$ cat src/rtl/seg7_scan_driver.sv
// rtl/seg7_scan_driver.sv - multiplexed 7-segment scan driver with blanking and tear-free double buffer
// Optional leading-zero suppression is enabled by defining SEG_LZ_BLANK_EN.
module seg7_scan_driver #(
   parameter int DIGITS       = 8,
   parameter int BLANK_CYCLES = 16,
   parameter bit ACTIVE_LOW   = 1'b1
) (
   input  logic                  clk,
   input  logic                  rst,
   input  logic                  scan_clk,
   input  logic [4*DIGITS-1:0]   data,
   input  logic [DIGITS-1:0]     digit_en,
   input  logic [DIGITS-1:0]     dp,
   input  logic                  load,
   output logic [7:0]            seg_out,
   output logic [DIGITS-1:0]     an_out,
   output logic                  frame_done
);

   localparam int IW    = (DIGITS > 1) ? $clog2(DIGITS) : 1;
   localparam int CW    = (BLANK_CYCLES > 1) ? $clog2(BLANK_CYCLES) : 1;
   localparam int BLAST = (BLANK_CYCLES > 0) ? BLANK_CYCLES - 1 : 0;
   localparam int FW    = 6 * DIGITS;

   typedef enum logic {ST_BLANK, ST_SHOW} state_t;

   state_t              state, state_nxt;
   logic [IW-1:0]       idx, idx_nxt;
   logic [CW-1:0]       cnt, cnt_nxt;
   logic                scan_prev, scan_rise;
   logic                boundary;
   logic [FW-1:0]       frame_in, staging, shadow, shadow_nxt;
   logic                pending, pending_nxt;
   logic [4*DIGITS-1:0] sh_data;
   logic [DIGITS-1:0]   sh_en, sh_dp;
   logic [3:0]          nib;
   logic [6:0]          hex;
   logic [DIGITS-1:0]   lz;
   logic [7:0]          seg_nxt;
   logic [DIGITS-1:0]   an_nxt;

   assign frame_in                 = {data, digit_en, dp};
   assign {sh_data, sh_en, sh_dp}  = shadow;
   assign scan_rise                = scan_clk & ~scan_prev;
   assign nib                      = sh_data[{idx, 2'b00} +: 4];

   always_comb begin
      hex = 7'h00;
      case (nib)
         4'h0: hex = 7'h3F;
         4'h1: hex = 7'h06;
         4'h2: hex = 7'h5B;
         4'h3: hex = 7'h4F;
         4'h4: hex = 7'h66;
         4'h5: hex = 7'h6D;
         4'h6: hex = 7'h7D;
         4'h7: hex = 7'h07;
         4'h8: hex = 7'h7F;
         4'h9: hex = 7'h6F;
         4'hA: hex = 7'h77;
         4'hB: hex = 7'h7C;
         4'hC: hex = 7'h39;
         4'hD: hex = 7'h5E;
         4'hE: hex = 7'h79;
         4'hF: hex = 7'h71;
         default: hex = 7'h00;
      endcase
   end

`ifdef SEG_LZ_BLANK_EN
   logic lz_zero;
   // Walk from the most significant digit down; a digit is a leading zero while
   // every nibble above and including it is zero and it carries no decimal point.
   always_comb begin
      lz      = '0;
      lz_zero = 1'b1;
      for (int i = DIGITS - 1; i > 0; i--) begin
         lz_zero = lz_zero & (sh_data[4*i +: 4] == 4'h0);
         lz[i]   = lz_zero & ~sh_dp[i];
      end
   end
`else
   assign lz = '0;
`endif

   always_comb begin
      state_nxt   = state;
      idx_nxt     = idx;
      cnt_nxt     = '0;
      boundary    = 1'b0;
      shadow_nxt  = shadow;
      pending_nxt = pending;
      seg_nxt     = 8'h00;
      an_nxt      = '0;

      case (state)
         ST_BLANK: begin
            if (cnt == CW'(BLAST)) state_nxt = ST_SHOW;
            else                   cnt_nxt   = cnt + 1'b1;
         end
         ST_SHOW: begin
            if (scan_rise) begin
               state_nxt = ST_BLANK;
               boundary  = (idx == IW'(DIGITS - 1));
               idx_nxt   = boundary ? '0 : idx + 1'b1;
            end
         end
         default: state_nxt = ST_BLANK;
      endcase

      // Shadow only changes at the frame boundary; a load on that same cycle bypasses staging.
      if (boundary) begin
         if (load)         shadow_nxt = frame_in;
         else if (pending) shadow_nxt = staging;
         pending_nxt = 1'b0;
      end else if (load) begin
         pending_nxt = 1'b1;
      end

      // idx and shadow are stable whenever the next state is SHOW, so current values drive the registers.
      if (state_nxt == ST_SHOW) begin
         seg_nxt = {sh_dp[idx], hex};
         if (sh_en[idx] && !lz[idx]) an_nxt = DIGITS'(1) << idx;
      end
   end

   always_ff @(posedge clk) begin
      if (rst) begin
         state      <= ST_BLANK;
         idx        <= '0;
         cnt        <= '0;
         scan_prev  <= 1'b0;
         staging    <= '0;
         shadow     <= '0;
         pending    <= 1'b0;
         seg_out    <= {8{ACTIVE_LOW}};
         an_out     <= {DIGITS{ACTIVE_LOW}};
         frame_done <= 1'b0;
      end else begin
         state      <= state_nxt;
         idx        <= idx_nxt;
         cnt        <= cnt_nxt;
         scan_prev  <= scan_clk;
         if (load) staging <= frame_in;
         shadow     <= shadow_nxt;
         pending    <= pending_nxt;
         seg_out    <= seg_nxt ^ {8{ACTIVE_LOW}};
         an_out     <= an_nxt ^ {DIGITS{ACTIVE_LOW}};
         frame_done <= boundary;
      end
   end

endmodule

$ cat config.mk
export PLATFORM = sky130hd
export DESIGN_NAME = seg7_scan_driver
export DESIGN_NICKNAME = d
export VERILOG_FILES = /design/src/rtl/seg7_scan_driver.sv
export SDC_FILE = /design/constraint.sdc
export NUM_CORES = 1
export LEC_CHECK = 0
export ABC_AREA = 1
export BUFFER_PORTS_ARGS = -buffer_cell sky130_fd_sc_hd__buf_2
export CAP_MARGIN = 20
export CORE_ASPECT_RATIO = 1.4
export CORE_MARGIN = 4
export CORE_UTILIZATION = 47
export CTS_CLUSTER_SIZE = 28
export DETAILED_ROUTE_END_ITERATION = 16
export GPL_TIMING_DRIVEN = 0
export PLACE_DENSITY = 0.67
export REMOVE_ABC_BUFFERS = 1
export SYNTH_ARGS = -nofsm -noshare
export SYNTH_HDL_FRONTEND = slang
export SYNTH_SLANG_ARGS = --single-unit
$ cat constraint.sdc
create_clock -name clk -period 2.2 [get_ports clk]
set_input_delay 0.33 -clock clk [delete_from_list [all_inputs] [get_ports clk]]
set_output_delay 0.33 -clock clk [all_outputs]
set_load 0.02 [all_outputs]
==> results of run 1 <==
cell type report:
class	instances	area share [%]
multi-input combinational	412	34.9
clock inverter	8	1.79
tap	144	2.80
inverter	117	6.96
timing repair buffer	79	7.58
clock buffer	23	7.58
sequential	123	38.4
registers in the layout (all words and copies together) (netlist names):
name,cells
frame_done,1
idx,3
seg_out,8
cnt,4
staging,48
pending,1
state,1
scan_prev,1
an_out,8
shadow,48
stage by stage:
| stage | hold slack (ns) | TNS [ns] |
|---|---|---|
| finish | 0.149 | 0 |
| CTS | 0.136 | 0 |
| detailed placement | 0.432 | -45.08 |
| global placement | 0.428 | -105.60 |
| floorplan | 0.399 | -21.01 |
| global route | 0.144 | 0 |
repair_timing:
item	4_1_cts	5_1_grt
hold buffers	0	0
cloned	0	1
setup buffers	5	3
endpoints found under the setup margin	55	35
gates resized for setup	6	2
cell families after synthesis:
group                    count (synthesis)
XOR/XNOR                                 1
flip-flops                             123
AND/OR/NAND/NOR                        229
AO/OA/AOI/OAI                          168
buffers and inverters                  158
adder cells (fa/ha/maj)                 13
report_power, final:
group          switching (uW)  internal (uW)
Sequential               20.6           2300
Combinational             161            147
Clock                     920           1880
Total                    1100           4330
how the worst max path moves through the flow:
stage	endpoint	slack (ns)	cells past startpoint
4_1_cts	seg_out[4]$_SDFF_PP1_	0.01	7
2_1_floorplan	shadow[18]$_SDFFE_PP0P_	-0.47	7
3_5_place_dp	shadow[26]$_SDFFE_PP0P_	-0.59	8
5_1_grt	seg_out[3]$_SDFF_PP1_	0.05	11
3_3_place_gp	shadow[24]$_SDFFE_PP0P_	-1.76	4
6_report	shadow[21]$_SDFFE_PP0P_	0.21	8
synthesized netlist by cell type (3+ instances only):
| master | instances |
|---|---|
| dfxtp_1 | 123 |
| inv_1 | 113 |
| nand2_1 | 60 |
| a21oi_1 | 58 |
| nor2_1 | 58 |
| nand3_1 | 52 |
| o21a_1 | 48 |
| o21ai_1 | 30 |
| or2_2 | 28 |
| o21ai_0 | 27 |
| clkbuf_1 | 16 |
| ha_1 | 13 |
| buf_6 | 12 |
| or2_0 | 11 |
| or2_1 | 10 |
| buf_2 | 7 |
| buf_4 | 4 |
| inv_2 | 3 |
| nor3_1 | 3 |
metal layers:
layer	vias up	GRT usage, %	wire length, um
met1	2005	19.7	4760
li1	2307	-	-
met3	14	5.17	468
met5	-	0	0
met4	0	6.83	177
met2	82	32.5	5910
critical path: stages (launching register included):
cell	delay (ns)
dfxtp_4	0.49
ha_1	0.23
ha_1	0.18
inv_1	0.09
nor2_2	0.23
o21ai_4	0.16
buf_16	0.22
o21ai_0	0.19
a21oi_1	0.07
==> results_dict.tcl, run 1 <==
set metrics [dict create \
    status "finished clean" \
    ys_types 30 \
    cp.arrival_ns 2.28 \
    r2r-start "idx[1]$_SDFFE_PP0P_" \
    leakage_uw 0.00280 \
    start_util_pct 47.9 \
    die_w_um 98.7 \
    power-per-cell-area_nw_per_um2 843 \
    synth_top_area_share_pct 45.5 \
    dpl_worst_slack_ns -0.589 \
    stdcell_area_um2 6440 \
    ir_worst_vdd_uv 492 \
    period_share_pct 90.5 \
    die_h_um 135 \
    reg2reg_to "shadow[21]$_SDFFE_PP0P_" \
    seqCellArea_um2 2470 \
    grt_antenna_before_repair 0 \
    drtIter0Drc 223 \
    detail-route-antenna-nets 0 \
    cts-htree-levels 4 \
    finalPower_uw 5430 \
    routedWlPerCell_um 12.5 \
    via_per_inst 4.87 \
    drc 0 \
    clock_path_buffers 2 \
    io_buffers 68 \
    multi_input_comb_area_um2 2250 \
    fin_ws_ns 0.209 \
    vias 4408 \
    synthMuxAreaShare_pct 0 \
    die-area_um2 13300 \
    clk_pin_slew_ns 0.05 \
    clkLatencyLatePin_ns 0.41 \
    rsz0062_at_grt "no" \
    antenna_cells 0 \
    yosysSeqAreaShare_pct 45.5 \
    cts_sinks 123 \
    fillers 1093 \
    cts_made_buffers 17 \
    overflow 0 \
    drtPass1Iterations 4 \
    gp_congestion 0.774 \
    worstPathRequired_ns 2.49 \
    drive_gt1_share_pct 20.2 \
    timing.slew.headroom_pct 54.4 \
    place_inst 866 \
    synth_area_per_cell_um2 7.81 \
    synth-async-reset-ratio_pct 0 \
    grt_pass1_wl_mm 19.3 \
    synthCells 692 \
    cp-end-kind "flop" \
    synth_seq_cells 123 \
    synth_largest_area_cell "dfxtp_1" \
    mostFrequentLayoutCell "dfxtp_1" \
    reg2reg_depth 8 \
    synth_compound_area_share_pct 18.1 \
    row_count 46 \
    yosys.area_share.simple_pct 20.0 \
    fmax_ghz 0.502 \
    synth_adder_area_share_pct 3.01 \
    ios 69 \
    period_needed_ns 1.99 \
    setup.worst_path.start "idx[1]$_SDFFE_PP0P_" \
    hold_path.class "input port to flop" \
    path_max_fanout 33 \
    grt_start_max_net_pins 54 \
    final_util_pct 57.1 \
    final_cells 906 \
    areaGrowthSynthToFinish_pct 19.0 \
    synthTopCellsByArea "dfxtp_1 46%, inv_1 7.8%, o21a_1 6.7%" \
    maxCapViolations 0 \
    wirelength_mm 11.3 \
    ys.flop_type "dfxtp_1" \
    finalSetupViolCount 0 \
    tightest_slew_ns 0.684 \
    layout_common_cells "120 x dfxtp_1, 112 x inv_1, 66 x buf_2" \
    fin_skew_ns 0.00957 \
    first_global_vias 4310 \
    cts_tree "yes" \
    worstSetupPathType "flop to flop" \
    worstHoldEndpoint "scan_prev$_SDFF_PP0_" \
    core_region_area_um2 11300 \
    synth_edf_count 0 \
    cts_root_buf "clkbuf_16" \
    slew_violations 0 \
    synth_xor_area_share_pct 0.162 \
    track_usage_pct 17.9 \
    hold_start "scan_clk" \
    synth_top_family_by_area "simple AND/OR/NAND/NOR gates" \
    cp-start-kind "flop" \
    ys_warn_count 0 \
    min_path_cells 3 \
    post_dp_cell_area_um2 5750 \
    finalHoldViolations 0 \
    synthesis.area_um2 5410 \
    reg2reg_slack_ns 0.21 \
    nNetsFinal 815 \
    dpl.hpwl_mm 7.25 \
]
Note: power is estimated with default switching activity, not from simulation.
==> run 2, diff against run 1 <==
--- a/config.mk
+++ b/config.mk
@@ -11,11 +11,12 @@
 export CORE_ASPECT_RATIO = 1.4
 export CORE_MARGIN = 4
 export CORE_UTILIZATION = 47
+export CTS_CLUSTER_DIAMETER = 40
 export CTS_CLUSTER_SIZE = 28
 export DETAILED_ROUTE_END_ITERATION = 16
 export GPL_TIMING_DRIVEN = 0
 export PLACE_DENSITY = 0.67
-export REMOVE_ABC_BUFFERS = 1
+export RECOVER_POWER = 50
 export SYNTH_ARGS = -nofsm -noshare
 export SYNTH_HDL_FRONTEND = slang
 export SYNTH_SLANG_ARGS = --single-unit
==> run 2 against run 1 <==
  * Sequential power about the same
  * Clock power down 15%
  * Largest power group unchanged
  * Sequential cell count unchanged
  * First-iteration DRC count down 26%
  * Routed wire length up 6.4%
  * Largest cell class unchanged
  * Register-to-register slack worse by 0.06 ns
  * Die area unchanged
  * Via count up 1.4%
  * Setup slack worse by 0.055 ns
  * Hold slack better by 0.0056 ns
  * Utilization down 0.49 points
  * Non-clock buffer count up 28
==> results_dict.tcl, run 2 (synthesis results as in run 1) <==
set metrics [dict create \
    cp-end-kind "flop" \
    biggestRegsByFlops "shadow x48, staging x48" \
    cts_root_buf "clkbuf_16" \
    drive_gt1_share_pct 17.4 \
    period_needed_ns 2.05 \
    finalHoldViolations 0 \
    layout_common_cells "122 x dfxtp_1, 114 x inv_1, 60 x nand2_1" \
    dpl.hpwl_mm 8.98 \
    vias 4470 \
    antenna_cells 0 \
    track_usage_pct 18.9 \
    clk_pin_slew_ns 0.05 \
    fmax_ghz 0.489 \
    syn-num-nets 757 \
    cts_made_buffers 17 \
    routedWlPerCell_um 12.9 \
    period_share_pct 93.0 \
    hold_path.class "input port to flop" \
    die_w_um 98.7 \
    leakage_uw 0.00276 \
    mostFrequentLayoutCell "dfxtp_1" \
    power-per-cell-area_nw_per_um2 787 \
    worstSetupPathType "flop to flop" \
    slew_violations 0 \
    status "finished clean" \
    first_global_vias 4411 \
    ctsHoldBuffers 0 \
    rsz0062_at_grt "no" \
    fin_tns_setup_ns 0 \
    start_util_pct 47.9 \
    io_buffers 66 \
    drc 0 \
    areaGrowthSynthToFinish_pct 18.0 \
    finalSetupViolCount 0 \
    die-area_um2 13300 \
    cts_sinks 123 \
    finalPower_uw 5020 \
    core_region_area_um2 11300 \
    maxCapViolations 0 \
    fin_skew_ns 0.00552 \
    drtPass1Iterations 4 \
    grt_start_max_net_pins 17 \
    post_cts_resize_count 0 \
    die_h_um 135 \
    timing.slew.headroom_pct 65.7 \
    worstPathRequired_ns 2.50 \
    cts_setup_buffers 0 \
    gp_congestion 0.918 \
    nNetsFinal 842 \
    grt_pass1_wl_mm 20.0 \
    overflow 0 \
    wirelength_mm 12.0 \
    via_per_inst 4.80 \
    cp-start-kind "flop" \
    hold_slack_ns 0.155 \
    ios 69 \
    ir_worst_vdd_uv 527 \
    path_max_fanout 10 \
    cts_tree "yes" \
    drtIter0Drc 165 \
    detail-route-antenna-nets 0 \
    grt_antenna_before_repair 0 \
    cp.arrival_ns 2.34 \
    row_count 46 \
    tightest_slew_ns 0.514 \
    clock_path_buffers 2 \
    cts-htree-levels 4 \
    clkLatencyLatePin_ns 0.41 \
]
[run 2: cell types whose count changed in the layout (fill, tap and decap cells not counted), moves of 3 or more]
cell / change
buf_16: -3
buf_2: -11
bufinv_16: -3
buf_6: +9
clkbuf_1: +39
buf_4: -6
[run 2: area by class of cell]
type                       instances  area, um^2
clock inverter                     9        50.0
inverter                         117         444
clock buffer                      21         460
buffer                            41         243
sequential                       123        2460
multi-input combinational        411        2230
tap                              144         180
timing repair buffer              66         310
fill                            1111        4900
[run 2: layer usage]
layer	global-route usage (%)	vias up	part of all wire, %
met5	0	-	0
met4	6.38	0	1.3
met3	5.27	18	4.4
met2	33.2	87	50
met1	22.0	2016	44
li1	-	2349	-
[run 2: critical path: stages, from the launching register on]
cell,delay (ns)
dfxtp_1,0.38
buf_6,0.19
inv_6,0.06
buf_6,0.14
nand2_1,0.06
nand3_1,0.07
nand2_1,0.07
nand2_1,0.06
nand2_1,0.15
inv_1,0.13
ha_1,0.30
nand3_1,0.11
nor2_1,0.05
nor2_1,0.11
nand2_1,0.06
[run 2: stage by stage]
step	utilization, %	setup slack [ns]	instance area [um^2]	instances
2_1_floorplan	-	0.496	5410	692
3_3_place_gp	52.5	0.149	5920	902
3_5_place_dp	52.5	0.116	5920	902
4_1_cts	57.0	0.0676	6430	932
5_1_grt	56.6	0.0182	6380	932
6_report	56.6	0.154	6380	932
[run 2: final timing paths]
| check | startpoint | to | slack, ns | depth (start not counted) |
|---|---|---|---|---|
| max | idx[0]$_SDFFE_PP0P_ | seg_out[1]$_SDFF_PP1_ | 0.15 | 14 |
| max reg2reg | idx[0]$_SDFFE_PP0P_ | seg_out[1]$_SDFF_PP1_ | 0.15 | 14 |
| min reg2reg | shadow[7]$_SDFFE_PP0P_ | shadow[7]$_SDFFE_PP0P_ | 0.45 | 2 |
| min | scan_clk | scan_prev$_SDFF_PP0_ | 0.15 | 3 |
[run 2: power by group]
group          internal [uW]  leakage [uW]  switching (uW)
Sequential              2300       0.00101            20.2
Combinational            148       0.00150             169
Clock                   1460      0.000254             922
Total                   3910       0.00276            1110
